## src/rtl/m68k_bus_master_if.sv

```systemverilog
// 68000-style local bus: address, data, strobes and responder handshake.
// The master drives the address, data and strobe lines; the responder returns data, DTACK and BERR.
interface m68k_bus_master_if;
  logic [22:0] bus_addr;
  logic [15:0] bus_dout;
  logic        bus_doe;
  logic [15:0] bus_din;
  logic        as_n;
  logic        uds_n;
  logic        lds_n;
  logic        rw;
  logic        dtack_n;
  logic        berr_n;

  modport master (
    output bus_addr, bus_dout, bus_doe, as_n, uds_n, lds_n, rw,
    input  bus_din, dtack_n, berr_n
  );

  modport slave (
    input  bus_addr, bus_dout, bus_doe, as_n, uds_n, lds_n, rw,
    output bus_din, dtack_n, berr_n
  );
endinterface

```

## src/rtl/m68k_bus_master.sv

```systemverilog
// Bus-cycle initiator for the 68000-style local bus: it runs read and write cycles, waits for
// DTACK or BERR, and turns a missing DTACK into a bus error after TIMEOUT clocks.
module m68k_bus_master #(
  parameter int TIMEOUT = 255,
  parameter int TO_W    = 8
) (
  input  logic        clk16,
  input  logic        reset_n,
  input  logic        req,
  input  logic        we,
  input  logic [22:0] addr,
  input  logic [1:0]  be,
  input  logic [15:0] wdata,
  output logic        busy,
  output logic        ack,
  output logic        err,
  output logic [15:0] rdata,
  m68k_bus_master_if.master bus
);
  typedef enum logic [2:0] {IDLE, ADDR, STRB, WAIT, DONE, RECOVER} state_t;

  typedef struct packed {
    logic        as_n;
    logic        uds_n;
    logic        lds_n;
    logic        rw;
    logic        doe;
    logic [22:0] addr;
    logic [15:0] dout;
  } bus_reg_t;

  localparam bus_reg_t BUS_RST = '{as_n: 1'b1, uds_n: 1'b1, lds_n: 1'b1, rw: 1'b1,
                                   doe: 1'b0, addr: '0, dout: '0};
  localparam logic [TO_W-1:0] TO_MAX = TO_W'(TIMEOUT);

  state_t          state_q, state_d;
  bus_reg_t        bus_q, bus_d;
  logic [TO_W-1:0] cnt_q, cnt_d;
  logic            we_q, we_d, errf_q, errf_d;
  logic [1:0]      be_q, be_d;
  logic            busy_d, ack_d, err_d;
  logic [15:0]     rdata_d;

  always_ff @(posedge clk16) begin
    if (!reset_n) begin
      state_q <= IDLE;
      bus_q   <= BUS_RST;
      cnt_q   <= '0;
      we_q    <= 1'b0;
      be_q    <= 2'b00;
      errf_q  <= 1'b0;
      busy    <= 1'b0;
      ack     <= 1'b0;
      err     <= 1'b0;
      rdata   <= '0;
    end else begin
      state_q <= state_d;
      bus_q   <= bus_d;
      cnt_q   <= cnt_d;
      we_q    <= we_d;
      be_q    <= be_d;
      errf_q  <= errf_d;
      busy    <= busy_d;
      ack     <= ack_d;
      err     <= err_d;
      rdata   <= rdata_d;
    end
  end

  // Each state's actions are the values that take effect on the edge that leaves it,
  // which gives E0 = address valid, E1 = AS low, E2 = write DS low.
  always_comb begin
    state_d = state_q;
    bus_d   = bus_q;
    cnt_d   = cnt_q;
    we_d    = we_q;
    be_d    = be_q;
    errf_d  = errf_q;
    busy_d  = busy;
    ack_d   = 1'b0;
    err_d   = err;
    rdata_d = rdata;
    unique case (state_q)
      IDLE: if (req) begin
        if (be == 2'b00) begin
          ack_d = 1'b1;
          err_d = 1'b1;
        end else begin
          state_d    = ADDR;
          busy_d     = 1'b1;
          we_d       = we;
          be_d       = be;
          bus_d.addr = addr;
          bus_d.rw   = ~we;
          if (we) begin
            bus_d.doe  = 1'b1;
            bus_d.dout = wdata;
          end
        end
      end
      ADDR: begin
        state_d    = STRB;
        bus_d.as_n = 1'b0;
        if (!we_q) begin
          bus_d.uds_n = ~be_q[1];
          bus_d.lds_n = ~be_q[0];
        end
      end
      STRB: begin
        state_d = WAIT;
        cnt_d   = '0;
        // Write DS trails AS by one clock, so the data has settled before the strobes assert.
        if (we_q) begin
          bus_d.uds_n = ~be_q[1];
          bus_d.lds_n = ~be_q[0];
        end
      end
      WAIT: begin
        if (!bus.berr_n) begin
          state_d = DONE;
          errf_d  = 1'b1;
        end else if (!bus.dtack_n) begin
          state_d = DONE;
          errf_d  = 1'b0;
        end else if (cnt_q == TO_MAX) begin
          state_d = DONE;
          errf_d  = 1'b1;
        end else begin
          cnt_d = cnt_q + TO_W'(1);
        end
      end
      DONE: begin
        if (!we_q && !errf_q) rdata_d = bus.bus_din;
        bus_d.as_n  = 1'b1;
        bus_d.uds_n = 1'b1;
        bus_d.lds_n = 1'b1;
        bus_d.doe   = 1'b0;
        bus_d.rw    = 1'b1;
        ack_d       = 1'b1;
        err_d       = errf_q;
        cnt_d       = '0;
        state_d     = RECOVER;
      end
      RECOVER: begin
        // Wait for the responder to release before starting another cycle. A stuck
        // responder is abandoned after TIMEOUT clocks.
        if ((bus.dtack_n && bus.berr_n) || cnt_q == TO_MAX) begin
          state_d = IDLE;
          busy_d  = 1'b0;
        end else begin
          cnt_d = cnt_q + TO_W'(1);
        end
      end
      default: state_d = IDLE;
    endcase
  end

  assign bus.bus_addr = bus_q.addr;
  assign bus.bus_dout = bus_q.dout;
  assign bus.bus_doe  = bus_q.doe;
  assign bus.as_n     = bus_q.as_n;
  assign bus.uds_n    = bus_q.uds_n;
  assign bus.lds_n    = bus_q.lds_n;
  assign bus.rw       = bus_q.rw;
endmodule

```

## src/flat_wrapper.sv

```systemverilog
// flat-port wrapper written by rule: the top's interface ports become plain ports
module m68k_bus_master_flat 
#(
  parameter int TIMEOUT = 255,
  parameter int TO_W    = 8
)
  (clk16, reset_n, req, we, addr, be, wdata, busy, ack, err, rdata, bus_bus_addr, bus_bus_dout, bus_bus_doe, bus_as_n, bus_uds_n, bus_lds_n, bus_rw, bus_bus_din, bus_dtack_n, bus_berr_n);
  m68k_bus_master_if bus_i ();
  input  logic clk16;
  input  logic reset_n;
  input  logic req;
  input  logic we;
  input  logic [22:0] addr;
  input  logic [1:0] be;
  input  logic [15:0] wdata;
  output logic busy;
  output logic ack;
  output logic err;
  output logic [15:0] rdata;
  output wire logic [$bits(bus_i.bus_addr)-1:0] bus_bus_addr;
  output wire logic [$bits(bus_i.bus_dout)-1:0] bus_bus_dout;
  output wire logic [$bits(bus_i.bus_doe)-1:0] bus_bus_doe;
  output wire logic [$bits(bus_i.as_n)-1:0] bus_as_n;
  output wire logic [$bits(bus_i.uds_n)-1:0] bus_uds_n;
  output wire logic [$bits(bus_i.lds_n)-1:0] bus_lds_n;
  output wire logic [$bits(bus_i.rw)-1:0] bus_rw;
  input wire logic [$bits(bus_i.bus_din)-1:0] bus_bus_din;
  input wire logic [$bits(bus_i.dtack_n)-1:0] bus_dtack_n;
  input wire logic [$bits(bus_i.berr_n)-1:0] bus_berr_n;
  assign bus_bus_addr = bus_i.bus_addr;
  assign bus_bus_dout = bus_i.bus_dout;
  assign bus_bus_doe = bus_i.bus_doe;
  assign bus_as_n = bus_i.as_n;
  assign bus_uds_n = bus_i.uds_n;
  assign bus_lds_n = bus_i.lds_n;
  assign bus_rw = bus_i.rw;
  assign bus_i.bus_din = bus_bus_din;
  assign bus_i.dtack_n = bus_dtack_n;
  assign bus_i.berr_n = bus_berr_n;
  m68k_bus_master #(.TIMEOUT(TIMEOUT), .TO_W(TO_W)) u_core (.clk16(clk16), .reset_n(reset_n), .req(req), .we(we), .addr(addr), .be(be), .wdata(wdata), .busy(busy), .ack(ack), .err(err), .rdata(rdata), .bus(bus_i));
endmodule
```

## config.mk

```make
export PLATFORM = sky130hd
export DESIGN_NAME = m68k_bus_master_flat
export DESIGN_NICKNAME = d
export VERILOG_FILES = /design/src/rtl/m68k_bus_master_if.sv /design/src/rtl/m68k_bus_master.sv /design/src/flat_wrapper.sv
export SDC_FILE = /design/constraint.sdc
export NUM_CORES = 1
export LEC_CHECK = 0
export CORE_ASPECT_RATIO = 1.25
export CORE_MARGIN = 2
export CORE_UTILIZATION = 43
export DETAILED_ROUTE_END_ITERATION = 6
export PLACE_DENSITY = 0.79
export SLEW_MARGIN = 20
export SYNTH_ARGS = -nofsm -noshare
export SYNTH_HDL_FRONTEND = slang
export SYNTH_SLANG_ARGS = --single-unit
```

## constraint.sdc

```tcl
create_clock -name clk16 -period 2.4 [get_ports clk16]
set_input_delay 0.48 -clock clk16 [delete_from_list [all_inputs] [get_ports clk16]]
set_output_delay 0.48 -clock clk16 [all_outputs]
set_load 0.01 [all_outputs]
```

# After elaboration in Yosys (flattened, before gate mapping)
# Index checks and enable logic that the tools add are counted.
# totals
reg_bits	78
input_bits	63
elab_cells	98
out_inout_bits	63
# op_classes
n_reduce_logical	24
add_sub_neg	1
eq_ne	19
n_bitwise	4
muxes	34
# ops
cell	n
41-bit 2-to-1 mux	2
8-bit 2-to-1 mux	4
8-bit one-hot mux with 3 select lines	1
3-bit 2-to-1 mux	6
3-bit one-hot mux with 6 select lines	1
16-bit 2-to-1 mux	1
2-bit inequality test (second input constant)	8
4-bit AND reduction	4
3-bit AND reduction	4
1-bit 2-to-1 mux	11
8-bit by 1-bit adder with 8-bit output (second input constant)	1
8-bit == test (second input constant)	1
1-bit one-hot mux with 2 select lines	4
3-bit by 2-bit == test with 1-bit output (second input constant)	2
3-bit == test (second input constant)	2
2-bit by 1-bit inequality test with 1-bit output (second input constant)	3
2-bit one-hot mux with 3 select lines	1
2-bit nonzero test	3
3-bit nonzero test	2
5-bit AND reduction	1
2-bit 2-to-1 mux	2
4-bit by 3-bit inequality test with 1-bit output (second input constant)	1
1-bit NOT	4
2-bit one-hot mux with 2 select lines	1
9 further kinds	12

# Longest topological paths before layout
# Gate-level depths: netlist of the first run.
# depth
word_depth	5
mapped_depth	6
depth_no_buf	5

# Worst setup path after synthesis of the first run
# Ideal clock, no wire load.
# synth_path
path_type	input-to-reg
start	in bus_dtack_n
end	reg u_core.cnt_q[3]
n_path_buf	0
cell_stages	4
arrival_time_ns	1.660
setup_ns	0.092
slack_ns	0.648
required_ns	2.308
path_cell_list	nand2_1 -> mux2_2 -> or3_1 -> o32ai_1
# synth_via
elab_chain_len	4
elab_cells_between_ends	5
classes_between	eq/ne: 2; reduce/logical: 3
# synth_rtl
item	line_no	text
start: declaration	flat_wrapper.sv:28	input wire logic [$bits(bus_i.dtack_n)-1:0] bus_dtack_n;
1-bit logical AND	m68k_bus_master.sv:147	if ((bus.dtack_n && bus.berr_n) || cnt_q == TO_MAX) begin
1-bit logical OR	m68k_bus_master.sv:147	
2-bit inequality test (no line)	n/a	
5-bit AND reduction (no line) (*)	n/a	
end signal: assignment	m68k_bus_master.sv:59	cnt_q <= cnt_d;
end: declaration	m68k_bus_master.sv:38	logic [TO_W-1:0] cnt_q, cnt_d;
# Every way passes the cells marked *; elsewhere a longest branch is shown, timed or not.
# A chain may end at the register's enable or synchronous reset.

# Worst setup path in the final report of the first run
# layout_path
start	in bus_berr_n
end	reg u_core.cnt_q[2]
# layout_via
elab_chain_len	4
elab_cells_between_ends	5
classes_between	eq/ne: 2; reduce/logical: 3
# layout_rtl
item	line_no	text
start: declaration	flat_wrapper.sv:29	input wire logic [$bits(bus_i.berr_n)-1:0] bus_berr_n;
1-bit logical AND	m68k_bus_master.sv:147	
1-bit logical OR	m68k_bus_master.sv:147	
2-bit inequality test (no line)	n/a	
5-bit AND reduction (no line) (*)	n/a	
# Marked as above.

==> impl_results.md, run 1 <==
- Row cnt: 35
- IO Port Bufs: 125
- Biggest cell delay along the critical path: 0.46 ns
- Final Critical Period: 1.97 ns
- Clock skew: 0.00469 ns
- Share of cells above drive strength 1: 0.0700
- Iter 0 DRT Violations: 168
- Diodes inserted: 0
- DP HPWL: between 5 and 6 mm
- Initial Util: 0.439
- Setup violations, final: 0
- Final total power: ~2.9 mW
- Die height: between 100 and 150 um
- Reg2reg start: u_core.cnt_q[0]
- Max Cap Viol: 0
- CP endpoint: u_core.cnt_q[2]
- Initial antenna violation count: 0
- DRT Pass-1 Iters: 5
- Final max-slew violation count: 0
- Core footprint: 7310 um^2
- # hold bufs at CTS: 0
- Synth warn: 0
- Top-level port count: 126
- Detailed-route DRC error count: 0
- Yosys cell types: 44
- CP cell instances: clkdlybuf4s50_1 -> nand2_1 -> mux2_2 -> or3_1 -> o32ai_1
- Cell area after layout: between 4000 and 5000 um^2
- PwrDens: 604 nW/um^2
- Syn Area/Cell: 8.99 um^2
- Vias per std cell: 5.18
- Worst path arrival time: 2.21 ns
- Overall routing resource usage: 0.196
- Synth Flop Type: dfxtp_1
- Register area share after synthesis: 0.487
- CP top delay family: simple AND/OR/NAND/NOR gates
- Number of flops mapped to enable cells by yosys: 0
- CP required: 2.64 ns
- Clock latency on the worst-skew pair: 0.34 ns
- Layout area overhead: 47.9%
- Crit. path cell count: 5
- Final Non-Filler Cells: 578
- Buffers and inverters on the worst path: 1
- Sink Count: 78
- Highest ir drop seen on vdd: 496 uV
- Async set or reset register ratio after synthesis: 0
- Clock buffer depth: 2
- Final period util: 0.820
- Die Wd: 81.3 um
- Synthesized Nets: 421
- Placed inst area: 4560 um^2
- CTS tree: done
- Setup CP Type: in2reg
- DRT antenna net count: 0
- Syn Inst Count: 357
- FMAX: 508 MHz
- H-tree depth: 3
- Clock transition at path regs: 0.08 ns
- Hold Vio Cnt, Final: 0
- Slew HR: 0.638
- RSZ-0062 raised after global routing: no
- Status: completed
- Pin count of the biggest net entering global routing: 43
- Worst Setup End Kind: flop
- Avg WL per Cell: 13.6 um
- Leakage power: 1.65 nW
- CTS resizes: 0
- Slowest stage cell, crit path: clkdlybuf4s50_1
- Gpl congestion: 0.754
- DR vias: roughly 3000
- Least-Margin Pin Slew: 0.538 ns
- FF-to-FF setup slack: 0.49 ns
- Startpoint Class: primary input
- Post-CTS Setup Inserts: 0
- Total grt overflow: 0
- Total CTS buffers: 9
- CP startpoint: bus_berr_n
- Reg2reg path depth: 6
- Worst r2r dst: u_core.cnt_q[2]
- Vias in the first global route: approximately 2900
- Die area: 8170 um^2
- Hold Crit Class: reg2reg
- Root buffer cell: clkbuf_8
- Placed cell count: 562
- Synthesized area: approximately 3200 um^2
- Final net count: 545
- Critical path fanouts, max: 5
- Setup TNS Final: 0 ns
- DRT Wirelength: 7.85 mm
- Flop and latch count out of synthesis: slightly below 80
- First-pass GRT wire length: ~13 mm
-- Yosys cell counts, types with 2 or more instances --
master      n  area share
a21boi_1   42       0.098
a21oi_1     6      0.0094
a31oi_1     2      0.0039
and2_1      2      0.0039
buf_2       3      0.0047
clkbuf_1   20       0.023
dfxtp_1    78        0.49
inv_1       2      0.0023
mux2i_1    19       0.059
nand2_1    83       0.097
nand2b_1    3      0.0058
nand3_1    21       0.033
nand4_1     2      0.0039
nor2_1      6      0.0070
nor2b_1    16       0.031
o2111ai_1   2      0.0055
o21a_1      3      0.0070
o21ai_0     2      0.0031
o21ai_1     7       0.011
o221a_1     3       0.011
o311ai_1    3      0.0082
o31ai_1     4      0.0094
o32ai_1     2      0.0055
or2_1       2      0.0039
or3_1       5      0.0097
-- flip-flops by register name, indices dropped and copies added (netlist names) --
name / cells
u_core.err: 1
u_core.ack: 1
u_core.bus.bus_dout: 16
u_core.bus.bus_addr: 23
u_core.state_q: 3
u_core.rdata: 16
u_core.bus.lds_n: 1
u_core.bus.rw: 1
u_core.errf_q: 1
u_core.bus.bus_doe: 1
u_core.busy: 1
u_core.cnt_q: 8
u_core.bus.uds_n: 1
u_core.be_q: 2
u_core.we_q: 1
u_core.bus.as_n: 1
-- tightest hold or removal path, cell delays in order (launching register included) --
cell	delay, ns
dfxtp_1	0.31
nand2_1	0.05
a21boi_1	0.05
-- kinds of logic after synthesis --
group | count (synthesis) | synth area share
AND/OR/NAND/NOR | 150 | 0.224
multiplexers | 20 | 0.0628
flip-flops | 78 | 0.487
buffers and inverters | 26 | 0.0351
AO/OA/AOI/OAI | 82 | 0.188
adder cells (fa/ha/maj) | 1 | 0.00390
-- through the flow --
| step | util | hold WS [ns] | setup WS [ns] |
|---|---|---|---|
| after floorplan | - | 0.435 | 0.648 |
| after global placement | 0.624 | 0.439 | 0.181 |
| after detailed placement | 0.624 | 0.446 | 0.0851 |
| after CTS | 0.649 | 0.455 | 0.434 |
| after global routing | 0.649 | 0.474 | 0.324 |
| final | 0.649 | 0.452 | 0.431 |
-- final cells by class --
| class | count | area (um^2) |
|---|---|---|
| flip-flops and latches | 78 | 1560 |
| clock buffers | 11 | 151 |
| repair buffers | 137 | 1340 |
| clock inverters | 5 | 33.8 |
| fillers | 597 | 2570 |
| inverters | 2 | 7.51 |
| well taps | 92 | 115 |
| multi-input cells | 253 | 1540 |
-- where the power goes --
group	switching (mW)	total [mW]	internal (mW)
Clock	0.475	0.904	0.430
Sequential	0.0504	1.42	1.37
Combinational	0.243	0.546	0.303
-- metal layers --
layer,global-route usage,part of all wire,vias to the layer above
met3,0.0896,0.095,12
met4,0.0626,0.016,0
met2,0.333,0.47,109
met1,0.215,0.41,1387
li1,-,-,1486
met5,0,0,-
-- how the worst min path moves through the flow --
stage                     slack (ns)                       to  depth (start not counted)                    start
final                           0.45   u_core.bus.bus_addr[5]                          2   u_core.bus.bus_addr[5]
after global routing            0.47   u_core.bus.bus_addr[4]                          2   u_core.bus.bus_addr[4]
after CTS                       0.45  u_core.bus.bus_addr[11]                          2  u_core.bus.bus_addr[11]
after detailed placement        0.45   u_core.bus.bus_addr[5]                          2   u_core.bus.bus_addr[5]
after global placement          0.44   u_core.bus.bus_addr[5]                          2   u_core.bus.bus_addr[5]
after floorplan                 0.44           u_core.be_q[0]                          2           u_core.be_q[0]
-- cells in the final DEF (no fill, tap or decap), types with 3 or more instances in the layout --
cell type,instances
nor2b_1,16
o21a_1,3
or3_1,5
buf_4,12
nand2_1,83
o21ai_1,7
o31ai_1,4
nand2b_1,3
mux2i_1,19
a21boi_1,42
a21oi_1,6
nor2_1,6
nand3_1,21
o221a_1,3
dfxtp_1,78
o311ai_1,3
clkbuf_8,11
clkdlybuf4s50_1,124
(Power assumes the default switching activity.)
==> run 2, diff against run 1 <==
==> constraint.sdc (replaced) <==
create_clock -name clk16 -period 1.95 [get_ports clk16]
set_input_delay 0.39 -clock clk16 [delete_from_list [all_inputs] [get_ports clk16]]
set_output_delay 0.39 -clock clk16 [all_outputs]
set_load 0.01 [all_outputs]
==> run 2 against run 1 <==
Combinational power increased by 28%. Non-clock buffer count up 4. Global-route usage up 0.070 points. Die area stayed put. Critical path depth shrank 1. Flip-flop and latch count stayed put. Highest routed layer is now met5. Setup slack worse by 0.26 ns. Hold slack better by 0.0016 ns. Clock skew is essentially flat.
==> impl_results.md, run 2 (synthesis gave the netlist of run 1 again) <==
- Status: completed
- Least-Margin Pin Slew: 0.473 ns
- Worst Setup End Kind: flop
- Hold Vio Cnt, Final: 0
- Clock skew: 0.00458 ns
- Routed wl met3: 691 um
- Placed cell count: 566
- Hold Crit Start: u_core.bus.bus_dout[10]
- Max Cap Viol: 0
- Diodes inserted: 0
- Total CTS buffers: 9
- Post-CTS Setup Inserts: 0
- Detailed-route DRC error count: 0
- Critical path fanouts, max: 12
- Sink Count: 78
- Most common cell after layout, fill and taps aside: clkdlybuf4s50_1
- Overall routing resource usage: 0.197
- Root buffer cell: clkbuf_8
- Register area: 1560 um^2
- Largest register FFs: 23
- Gpl congestion: 0.752
- Final Critical Period: 1.78 ns
- Hold-critical path endpoint: u_core.bus.bus_dout[10]
- Clock latency on the worst-skew pair: 0.34 ns
- Initial antenna violation count: 1
- Final Non-Filler Cells: 582
- FMAX: roughly 560 MHz
- Final period util: 0.914
- Clock buffer depth: 2
- CTS tree: done
- Die area: about 8200 um^2
- Clock transition at path regs: ~0.08 ns
- Most frequent cells in the layout: 124 x clkdlybuf4s50_1, 83 x nand2_1, 78 x dfxtp_1, 42 x a21boi_1, 21 x nand3_1
- Share of cells above drive strength 1: 0.0776
- CP required: 2.20 ns
- Worst r2r dst: u_core.cnt_q[3]
- Startpoint Class: flop
- CTS resizes: 0
- Die height: 101 um
- Hold path cells: 2
- Iter 0 DRT Violations: 125
- DP HPWL: 5.63 mm
- Final max-slew violation count: 0
- Slew HR: 0.682
- WL met1: 3.12 mm
- FF-to-FF setup slack: 0.17 ns
- Highest Signal Layer: met5
- Setup CP Type: reg2reg
- Total grt overflow: 0
- Vias per std cell: approximately 5.1
- DRT Wirelength: 7.76 mm
- Vias in the first global route: ~2800
- Metal2 WL: 3.82 mm
- Reg2reg start: u_core.state_q[1]
- Die Wd: a little over 80 um
- Initial Util: 0.439
- Final net count: 549
- Pin count of the biggest net entering global routing: 79
- DRT antenna net count: 0
- First-pass GRT wire length: 12.7 mm
- Reg2reg path depth: 4
- PwrDens: ~740 nW/um^2
- Leakage power: approximately 1.7 nW
- RSZ-0062 raised after global routing: no
- DRT Pass-1 Iters: 4
- Filler cell count: between 600 and 700
- Hold Crit Class: reg2reg
- Top-level port count: between 100 and 150
- H-tree depth: 3
- Worst path arrival time: 2.03 ns
- # hold bufs at CTS: 0
- Area occupied by multi-input gates: 1540 um^2
- Setup violations, final: 0
- Avg WL per Cell: between 10 and 15 um
- IO Port Bufs: about 130
- Final total power: between 3 and 4 mW
- Layout area overhead: 50.7%
- Row cnt: 35
- Core footprint: about 7300 um^2
- DR vias: 2952
- Highest ir drop seen on vdd: between 600 and 700 uV
-- run 2: area by class of cell --
cell class / instances / area share
Inverter: 2 / 0.00155
Multi-Input combinational cell: 253 / 0.318
Clock inverter: 4 / 0.00621
Sequential cell: 78 / 0.323
Tap cell: 92 / 0.0238
Timing Repair Buffer: 141 / 0.293
Clock buffer: 12 / 0.0342
-- run 2: worst max-delay path by stage --
| stage | startpoint | endpoint | slack, ns | cells after the start |
|---|---|---|---|---|
| 4_1_cts | u_core.cnt_q[0] | u_core.cnt_q[6] | 0.18 | 5 |
| 6_report | u_core.state_q[1] | u_core.cnt_q[3] | 0.17 | 4 |
| 2_1_floorplan | u_core.state_q[2] | u_core.rdata[0] | 0.20 | 6 |
| 3_3_place_gp | bus_dtack_n | u_core.cnt_q[3] | -0.07 | 5 |
| 3_5_place_dp | bus_dtack_n | u_core.cnt_q[3] | -0.13 | 5 |
| 5_1_grt | u_core.cnt_q[0] | u_core.cnt_q[6] | 0.02 | 5 |
-- run 2: metal layers --
layer  vias to the layer above  global-route usage
li1                       1492                   -
met1                      1346               0.234
met2                       102               0.318
met3                        10              0.0797
met4                         2              0.0678
met5                         -                   0
-- run 2: per-stage QoR --
stage / util / hold WS [ns] / setup WS [ns] / setup TNS, ns / area [um^2]
floorplan: - / 0.435 / 0.201 / 0 / 3210
global placement: 0.635 / 0.440 / -0.0741 / -0.152 / 4640
detailed placement: 0.635 / 0.445 / -0.125 / -0.474 / 4640
CTS: 0.661 / 0.456 / 0.184 / 0 / 4840
global route: 0.661 / 0.472 / 0.0216 / 0 / 4840
finish: 0.661 / 0.453 / 0.168 / 0 / 4840
-- run 2: worst max-delay path, stage by stage, from the launching register on --
cell and delay (ns):
dfxtp_1 0.52, nand2b_1 0.16, mux2_2 0.29, or3_1 0.44, o32ai_1 0.29
-- run 2: power by group --
part	leakage (nW)	internal, mW	switching (mW)
Sequential	0.634	1.68	0.0628
Clock	0.0869	0.566	0.567
Combinational	0.962	0.396	0.303
Total	1.68	2.64	0.932
